File: config.mk
export PLATFORM = sky130hd
export DESIGN_NAME = alu_op_sequencer
export DESIGN_NICKNAME = d
export VERILOG_FILES = /design/src/rtl/alu_op_sequencer.sv
export SDC_FILE = /design/constraint.sdc
export NUM_CORES = 1
export LEC_CHECK = 0
export CAP_MARGIN = 40
export CORE_ASPECT_RATIO = 0.6
export CORE_UTILIZATION = 42
export DETAILED_ROUTE_END_ITERATION = 12
export PLACE_DENSITY_LB_ADDON = 0.05
export SYNTH_ARGS = -nofsm -noshare
export SYNTH_HDL_FRONTEND = slang
export SYNTH_SLANG_ARGS = --single-unit
export TNS_END_PERCENT = 50
File: constraint.sdc
create_clock -name clk -period 2 [get_ports clk]
set_input_delay 0.4 -clock clk [delete_from_list [all_inputs] [get_ports clk]]
set_output_delay 0.4 -clock clk [all_outputs]
set_load 0.05 [all_outputs]
File: src/rtl/alu_op_sequencer.sv
// Micro-sequencer that fetches op words from a synchronous program ROM and drives
// register-bank addresses, ALU select and a single-cycle write strobe per op.
module alu_op_sequencer #(
    parameter int PROG_LEN = 16,
    parameter int ADDR_W   = 5
) (
    input  logic              clk,
    input  logic              rst_n,
    input  logic              start,
    output logic [ADDR_W-1:0] instr_addr,
    input  logic [31:0]       instr_data,
    output logic [4:0]        read_reg1,
    output logic [4:0]        read_reg2,
    output logic [4:0]        write_reg,
    output logic [2:0]        alu_sel,
    output logic              reg_write,
    output logic              busy,
    output logic              done,
    output logic [ADDR_W:0]   op_count,
    output logic [ADDR_W:0]   err_count
);

    typedef enum logic [2:0] {
        IDLE,
        FETCH,
        WAIT,
        DECODE,
        EXEC,
        WB,
        DONE
    } state_t;

    localparam logic [2:0]        OP_ILLEGAL = 3'd6;
    localparam logic [2:0]        OP_HALT    = 3'd7;
    localparam logic [ADDR_W-1:0] LAST_PC    = ADDR_W'(PROG_LEN - 1);
    localparam logic [ADDR_W:0]   CNT_ONE    = (ADDR_W + 1)'(1);

    state_t            state;
    state_t            state_next;
    logic [ADDR_W-1:0] pc;
    logic [2:0]        op_q;

    logic [2:0] op_field;
    logic [4:0] rs_field;
    logic [4:0] rt_field;
    logic [4:0] rd_field;
    logic       unused_low_bits;

    assign op_field        = instr_data[31:29];
    assign rs_field        = instr_data[28:24];
    assign rt_field        = instr_data[23:19];
    assign rd_field        = instr_data[18:14];
    assign unused_low_bits = ^instr_data[13:0];

    assign instr_addr = pc;

    always_ff @(posedge clk) begin
        if (!rst_n) begin
            state     <= IDLE;
            pc        <= '0;
            op_q      <= '0;
            read_reg1 <= '0;
            read_reg2 <= '0;
            write_reg <= '0;
            alu_sel   <= '0;
            op_count  <= '0;
            err_count <= '0;
        end else begin
            state <= state_next;
            case (state)
                IDLE: begin
                    if (start) begin
                        pc        <= '0;
                        op_count  <= '0;
                        err_count <= '0;
                    end
                end
                DECODE: begin
                    // A halt leaves the previously presented addresses untouched.
                    if (op_field != OP_HALT) begin
                        op_q      <= op_field;
                        read_reg1 <= rs_field;
                        read_reg2 <= rt_field;
                        write_reg <= rd_field;
                        alu_sel   <= op_field;
                    end
                end
                WB: begin
                    if (op_q == OP_ILLEGAL) begin
                        err_count <= err_count + CNT_ONE;
                    end else begin
                        op_count <= op_count + CNT_ONE;
                    end
                    // End test precedes the increment so pc never wraps.
                    if (pc != LAST_PC) begin
                        pc <= pc + 1'b1;
                    end
                end
                default: ;
            endcase
        end
    end

    always_comb begin
        state_next = state;
        reg_write  = 1'b0;
        busy       = 1'b1;
        done       = 1'b0;
        case (state)
            IDLE: begin
                busy = 1'b0;
                if (start) state_next = FETCH;
            end
            FETCH:  state_next = WAIT;
            WAIT:   state_next = DECODE;
            DECODE: state_next = (op_field == OP_HALT) ? DONE : EXEC;
            EXEC:   state_next = WB;
            WB: begin
                reg_write  = (op_q != OP_ILLEGAL);
                state_next = (pc == LAST_PC) ? DONE : FETCH;
            end
            DONE: begin
                done       = 1'b1;
                state_next = IDLE;
            end
            default: state_next = IDLE;
        endcase
    end

endmodule

==> qor.yml, run 1 <==
clock_network:
  post-cts-setup-buffer-count: 0
  cts_hold_buf: 0
  cts-resized-gates: 2
  cts_tree: "built"
  worstSkewPairLatency_ps: 280
  clockBufferDepth: 2
  cts.reportedPaths.clkPinSlew_ps: 70
  cts.sink_count: 38
  clk_root_buffer_cell: "clkbuf_8"
  tritoncts.num_buffers: 5
  h_tree_depth_reported_by_cts: 2
route:
  avgRoutedWirePerCell_um: 12.48
  vias: 1548
  first_pass_iters: 10
  route.detailed.vias_per_inst: 4.994
  detail_route.iter0.violations: 51
  routed_wirelength_um: 3868
  drc: 2
  drtAntennaViolNets: 0
grt:
  grt_remaining_overflow: 0
  global_route_wire_length_before_repair_um: 6693
  grt_antenna_before_repair: 0
  vias_in_the_first_global_route: 1453
  grt_start_max_net_pins: 17
  global_route.usage.total_pct: 19.91
finish:
  final_cell_mix: "53 x clkdlybuf4s50_1, 36 x dfxtp_1, 35 x nand2_1, 17 x a21boi_0"
  areaGrowthSynthToFinish_pct: 45.72
  antenna-diode-count: 0
  fillerInstances: 336
  post_route_cells_drive_above_1_share_pct: 12.17
  layout.cells.most_common: "clkdlybuf4s50_1"
  layoutNonFillerInstCount: 310
  top_regs: "err_count (6), op_count (6)"
  layout.nets: 301
  finish.instance_area_sq_mm: 0.002512
die:
  row_count: 17
  core_area_sq_mm: 0.003786
  area_of_the_die_sq_mm: 0.004374
  io_pins: 73
  initial_utilization_pct: 45.54
  floorplan.die.height_um: 51.63
  floorplan.die.width_um: 84.72
synthesis:
  net_count_synth: 238
  syn_area_per_cell_sq_um: 8.664
  synth_ff_type: "dfxtp_1"
  synth-warning-count: 0
  post_synth_instance_area_sq_mm: 0.001724
  post_synth_main_area_contributors: "dfxtp_1 44%, nand2_1 7.6%, a21boi_0 7.4%, a21oi_1 3.2%, ha_1 2.9%"
  synth_largest_area_cell: "dfxtp_1"
  synthDistinctLibCells: 35
  syn-instance-count: 199
  yosysSeqAreaShare_pct: 44.12
  yosys.area.top_type_share_pct: 44.12
  edff_count_synth: 0
  ffs_latches_synth: 38
  synth_async_sr_flop_share_pct: 0
sta:
  final_hold_viol_count: 0
  layout_setup_ws_ps: 75.73
  worst-slew-pin-transition_ps: 526.0
  fin_skew_ps: 1.988
  rsz_0062_raised_after_global_routing: "false"
  final_max_slew_viol_count: 0
  final.period_utilization_pct: 96.21
  timing.final.crit_period_ps: 1924
  fin_tns_setup_ps: 0
  timing.hold.ws_ps: 461.6
  max_freq_mhz: 519.7
  number_of_setup_violations_in_the_final_report: 0
  maxSlewHeadroom_pct: 64.83
placement:
  gp_routability_congestion: 0.7437
  portBuffers: 58
  post-place-ws_ps: -18.01
  place_inst: 302
  placedInstanceArea_sq_mm: 0.002391
  dp_hpwl_um: 2885
worst_setup_path:
  cp_num_cells: 1
  crit_family: "buffers and inverters"
  critical_path.cell_chain: "clkdlybuf4s50_1"
  critPathMaxFanout: 5
  cp_data_arrival_time_ps: 1520
  worst-r2r-cell-count: 7
  delay_of_the_slowest_cell_on_the_worst_path_ps: 830
  critPathBufInv: 1
  setup.worst_path.start_class: "register"
  worstPathRequired_ps: 1600
  cp-end-kind: "output port"
  critPathKind: "reg2out"
  slowest_stage: "clkdlybuf4s50_1"
worst_hold_path:
  hp-class: "reg2reg"
  hold_path_depth: 2
status:
  run_status: "finished with violations"
  violations_in_the_final_reports: "DRC"
power:
  power.ir.vdd_worst_uv: 469.6
  power.density_cell_area_mw_per_mm2: 658.7
  p_leak_nw: 0.9168
job:
  max_cap_violation_count: 0
[power by group]
part | internal [mW] | total, mW | switching, mW
Sequential | 0.771 | 0.796 | 0.0242
Clock | 0.367 | 0.632 | 0.265
Combinational | 0.110 | 0.228 | 0.118
[routing by layer]
metal | routed length, um | vias to the layer above | global-route usage (%)
met4 | 43 | 0 | 7.627
met5 | 0 | - | 0
met1 | 2040 | 704 | 25.61
met2 | 1594 | 30 | 31.30
met3 | 190 | 5 | 6.667
li1 | - | 809 | -
[worst paths after layout]
| kind | from | endpoint | slack (ps) |
|---|---|---|---|
| worst max-delay path | err_count[1] | err_count[1] | 80 |
| worst min-delay path | read_reg2[3] | read_reg2[3] | 460 |
| worst max register to register | instr_addr[0] | instr_addr[1] | 160 |
| worst min register to register | read_reg2[3] | read_reg2[3] | 460 |
[cells in the mapped netlist, types with 3 or more instances]
cell      instances
a21boi_0         17
a21oi_1          11
clkbuf_1          7
dfxtp_1          38
ha_1              4
inv_1            10
mux2i_1           3
nand2_1          35
nand2b_1          3
nand3_1           4
nand3b_1          3
nor2_1           12
nor2b_1           6
o21ai_0           8
or3_1             7
[metrics by stage]
step	power, mW	utilization, %
6_report	1.655	66.36
5_1_grt	1.732	66.36
4_1_cts	1.676	66.09
3_5_place_dp	1.040	63.15
3_3_place_gp	1.037	63.15
2_1_floorplan	0.9437	-
[area by class of cell]
| class | count | area [sq um] | area share [%] |
|---|---|---|---|
| Sequential cell | 38 | 763.2 | 30.38 |
| Clock buffer | 5 | 68.82 | 2.739 |
| Timing Repair Buffer | 67 | 665.6 | 26.49 |
| Inverter | 10 | 37.54 | 1.494 |
| Clock inverter | 3 | 40.04 | 1.594 |
| Tap cell | 47 | 58.81 | 2.341 |
| Multi-Input combinational cell | 140 | 878.3 | 34.96 |
[logic make-up after synthesis]
| family | count (synthesis) | share of synthesized area, % |
|---|---|---|
| DFF | 38 | 44.12 |
| adders and majority gates | 4 | 2.903 |
| muxes | 5 | 3.338 |
| buffers and inverters | 21 | 5.371 |
| and+or+nand+nor | 82 | 25.04 |
| AOI/OAI and AO/OA | 47 | 18.21 |
| xor gates and xnor gates | 2 | 1.016 |
No activity file was read; power rests on OpenSTA's default activity.
==> run 2: changes to the inputs <==
--- a/config.mk
+++ b/config.mk
@@ -7,9 +7,11 @@
 export LEC_CHECK = 0
 export CAP_MARGIN = 40
 export CORE_ASPECT_RATIO = 0.6
-export CORE_UTILIZATION = 42
+export CORE_UTILIZATION = 38
 export DETAILED_ROUTE_END_ITERATION = 12
 export PLACE_DENSITY_LB_ADDON = 0.05
+export SETUP_SLACK_MARGIN = 0.15
+export SKIP_LAST_GASP = 1
 export SYNTH_ARGS = -nofsm -noshare
 export SYNTH_HDL_FRONTEND = slang
 export SYNTH_SLANG_ARGS = --single-unit
==> constraint.sdc (replaced) <==
create_clock -name clk -period 1.65 [get_ports clk]
set_input_delay 0.33 -clock clk [delete_from_list [all_inputs] [get_ports clk]]
set_output_delay 0.33 -clock clk [all_outputs]
set_load 0.05 [all_outputs]
==> run 2 against run 1 <==
Compared with the run above: the run ends with setup timing left; power is 37% higher; design area is 17% higher; clock power is 46% higher; combinational power is 74% higher; critical path depth is 6 higher.
==> qor.yml, run 2 (synthesized netlist as in run 1, its figures left out) <==
sta:
  number_of_setup_violations_in_the_final_report: 13  # +13
  timing.final.crit_period_ps: 1766
  rsz_0062_raised_after_global_routing: "true"
  final_hold_viol_count: 0  # unchanged
  fin_skew_ps: 4.603  # +2.615 ps
  layout_setup_ws_ps: -116.5  # -192.2 ps
  final_max_slew_viol_count: 0  # unchanged
  final.period_utilization_pct: 107.1
  worst-slew-pin-transition_ps: 448.3  # -77.64 ps
  max_freq_mhz: 566.1
  maxSlewHeadroom_pct: 69.99  # +5.2 points
clock_network:
  clk_root_buffer_cell: "clkbuf_8"
  cts.reportedPaths.clkPinSlew_ps: 80  # about the same
  cts.sink_count: 38  # unchanged
  tritoncts.num_buffers: 5  # unchanged
  cts_tree: "built"
  worstSkewPairLatency_ps: 290  # about the same
  clockBufferDepth: 2  # unchanged
  h_tree_depth_reported_by_cts: 2  # unchanged
  cts_hold_buf: 0  # unchanged
worst_setup_path:
  crit_family: "simple AND/OR/NAND/NOR gates"
  critPathBufInv: 0  # -1
  delay_of_the_slowest_cell_on_the_worst_path_ps: 350  # -480 ps
  timing.rr.end: "instr_addr[1]"
  cp_num_cells: 7  # +6
  slowest_stage: "dfxtp_4"
  worst-r2r-cell-count: 7  # unchanged
  timing.rr.start: "instr_addr[0]"
  critical_path.cell_chain: "ha_4 -> and3_4 -> ha_4 -> nand3b_1 -> a21oi_4 -> mux2i_1 -> nor2b_1"
  critPathKind: "reg2reg"
  cp-end-kind: "register"
  critPathMaxFanout: 3  # -2
  cp_data_arrival_time_ps: 1950  # +430 ps
  r2r_slack_ps: -120  # -280 ps
  setup.worst_path.start_class: "register"
  timing.critical_path.mode_cell: "ha_4"
  worstPathRequired_ps: 1830  # +230 ps
die:
  io_pins: 73  # unchanged
  initial_utilization_pct: 40.72  # -4.8 points
  core_area_sq_mm: 0.004234  # +12%
  row_count: 18  # +1
  area_of_the_die_sq_mm: 0.004819  # +10%
  floorplan.die.width_um: 88.96  # +5.0%
  floorplan.die.height_um: 54.18  # +4.9%
worst_hold_path:
  hp-class: "reg2reg"
  hold_path_depth: 2  # unchanged
  worstHoldEndpoint: "read_reg2[1]"
  worst_hold_startpoint: "read_reg2[1]"
finish:
  layout.nets: 332  # +10%
  finish.instance_area_sq_mm: 0.002932  # +17%
  post_route_cells_drive_above_1_share_pct: 40.82  # +29 points
  top_regs: "err_count (6), op_count (6)"
  fillerInstances: 349  # +3.9%
  layout.cells.most_common: "buf_4"
  antenna-diode-count: 0  # unchanged
  areaGrowthSynthToFinish_pct: 70.03
  final_cell_mix: "62 x buf_4, 34 x nand2_1, 29 x dfxtp_1, 19 x clkdlybuf4s50_1, 16 x a21boi_0"
  area.sequential_sq_um: 784.5  # +2.8%
  multi_input_area_sq_mm: 0.001016  # +16%
route:
  avgRoutedWirePerCell_um: 13.17  # +5.6%
  drc: 0  # -2
  detail_route.iter0.violations: 52  # +2.0%
  routed_wirelength_um: 4663  # +21%
  drtAntennaViolNets: 0  # unchanged
  first_pass_iters: 4  # -6
  vias: 1666  # +7.6%
  route.detailed.vias_per_inst: 4.706  # -5.8%
grt:
  global_route.usage.total_pct: 18.39  # -1.5 points
  grt_antenna_before_repair: 0  # unchanged
  grt_most_used_layer: "met2"
  grt_remaining_overflow: 0  # unchanged
  grt.met1_usage_pct: 25.09  # -0.52 points
  met2_usage_pct: 28.21  # -3.1 points
  use_met3_pct: 5.368  # -1.3 points
  global_route_wire_length_before_repair_um: 6513  # -2.7%
  grt_start_max_net_pins: 21  # +4
  vias_in_the_first_global_route: 1390  # -4.3%
placement:
  gp_routability_congestion: 0.7187  # -3.4%
  post-place-ws_ps: -340.0  # -322.0 ps
  dp_hpwl_um: 2974  # +3.1%
  portBuffers: 58  # unchanged
  placedInstanceArea_sq_mm: 0.002505  # +4.8%
power:
  power.ir.vdd_worst_uv: 472.9  # +0.69%
  power.density_cell_area_mw_per_mm2: 772.8  # +17%
  p_leak_nw: 1.196  # +30%
  total_power_mw: 2.266  # +37%
status:
  violations_in_the_final_reports: "setup timing"
  run_status: "finished with violations"
job:
  max_cap_violation_count: 0  # unchanged
-- run 2: cell types whose count changed in the layout (fill, tap and decap cells not counted), sizes merged --
cell,before,now
clkdlybuf4s50,53,19
buf,13,76
mux2i,5,6
clkbuf,5,8
clkinv,2,0
-- run 2: metal layers --
metal,vias to the layer above,wire length (um)
met1,751,2437
met2,37,1982
met4,0,34
met5,-,0
met3,5,208
li1,873,-
-- run 2: worst max path at each step --
| stage | from | end | slack, ps |
|---|---|---|---|
| finish | instr_addr[0] | instr_addr[1] | -120 |
| floorplan | instr_addr[1] | instr_addr[4] | -60 |
| global route | instr_addr[0] | instr_addr[1] | -200 |
| detailed placement | start | instr_addr[1] | -340 |
| global placement | start | instr_addr[4] | -300 |
| CTS | instr_addr[1] | instr_addr[1] | -100 |
-- run 2: repair_timing --
item / in CTS / in global routing
pin swaps: 2 / 19
setup endpoints to repair: 36 / 39
resized for setup: 10 / 28
endpoints found under the hold margin: 0 / 0
cloned: 0 / 1
setup buffers: 5 / 12
-- run 2: power by group --
part           leakage [nW]  internal [mW]  switching (mW)  total (mW)
sequential            0.313          0.930          0.0150       0.945
combinational         0.813          0.201           0.195       0.396
clock                0.0696          0.584           0.340       0.924
-- run 2: worst min-delay path: cells and delay by family, from the launching register on --
family | cells | cell delay [ps]
DFF | 1 | 310
AOI/OAI and AO/OA | 1 | 60
and+or+nand+nor | 1 | 40
-- run 2: area by class of cell --
type | instances | share of cell area (%)
clock buffers | 7 | 3.671
repair buffers | 97 | 30.05
well taps | 60 | 2.561
inverters | 10 | 1.280
flip-flops and latches | 38 | 26.76
multi-input cells | 141 | 34.66
clock inverters | 1 | 1.024
-- run 2: stage by stage --
step | util, % | setup TNS (ps) | hold slack [ps] | instances
floorplan | - | -322.3 | 467.4 | 199
global placement | 59.16 | -3388 | 450.6 | 328
detailed placement | 59.16 | -4062 | 457.8 | 328
CTS | 64.27 | -562.0 | 469.0 | 341
global route | 69.24 | -1879 | 493.8 | 354
finish | 69.24 | -745.1 | 464.3 | 354
==> run 3: changes to the inputs <==
--- a/config.mk
+++ b/config.mk
@@ -5,7 +5,7 @@
 export SDC_FILE = /design/constraint.sdc
 export NUM_CORES = 1
 export LEC_CHECK = 0
-export CAP_MARGIN = 40
+export CAP_MARGIN = 0
 export CORE_ASPECT_RATIO = 0.6
 export CORE_UTILIZATION = 38
 export DETAILED_ROUTE_END_ITERATION = 12
==> results of run 3 <==
The final DEF is identical to that of run 2; final timing and power are the same.
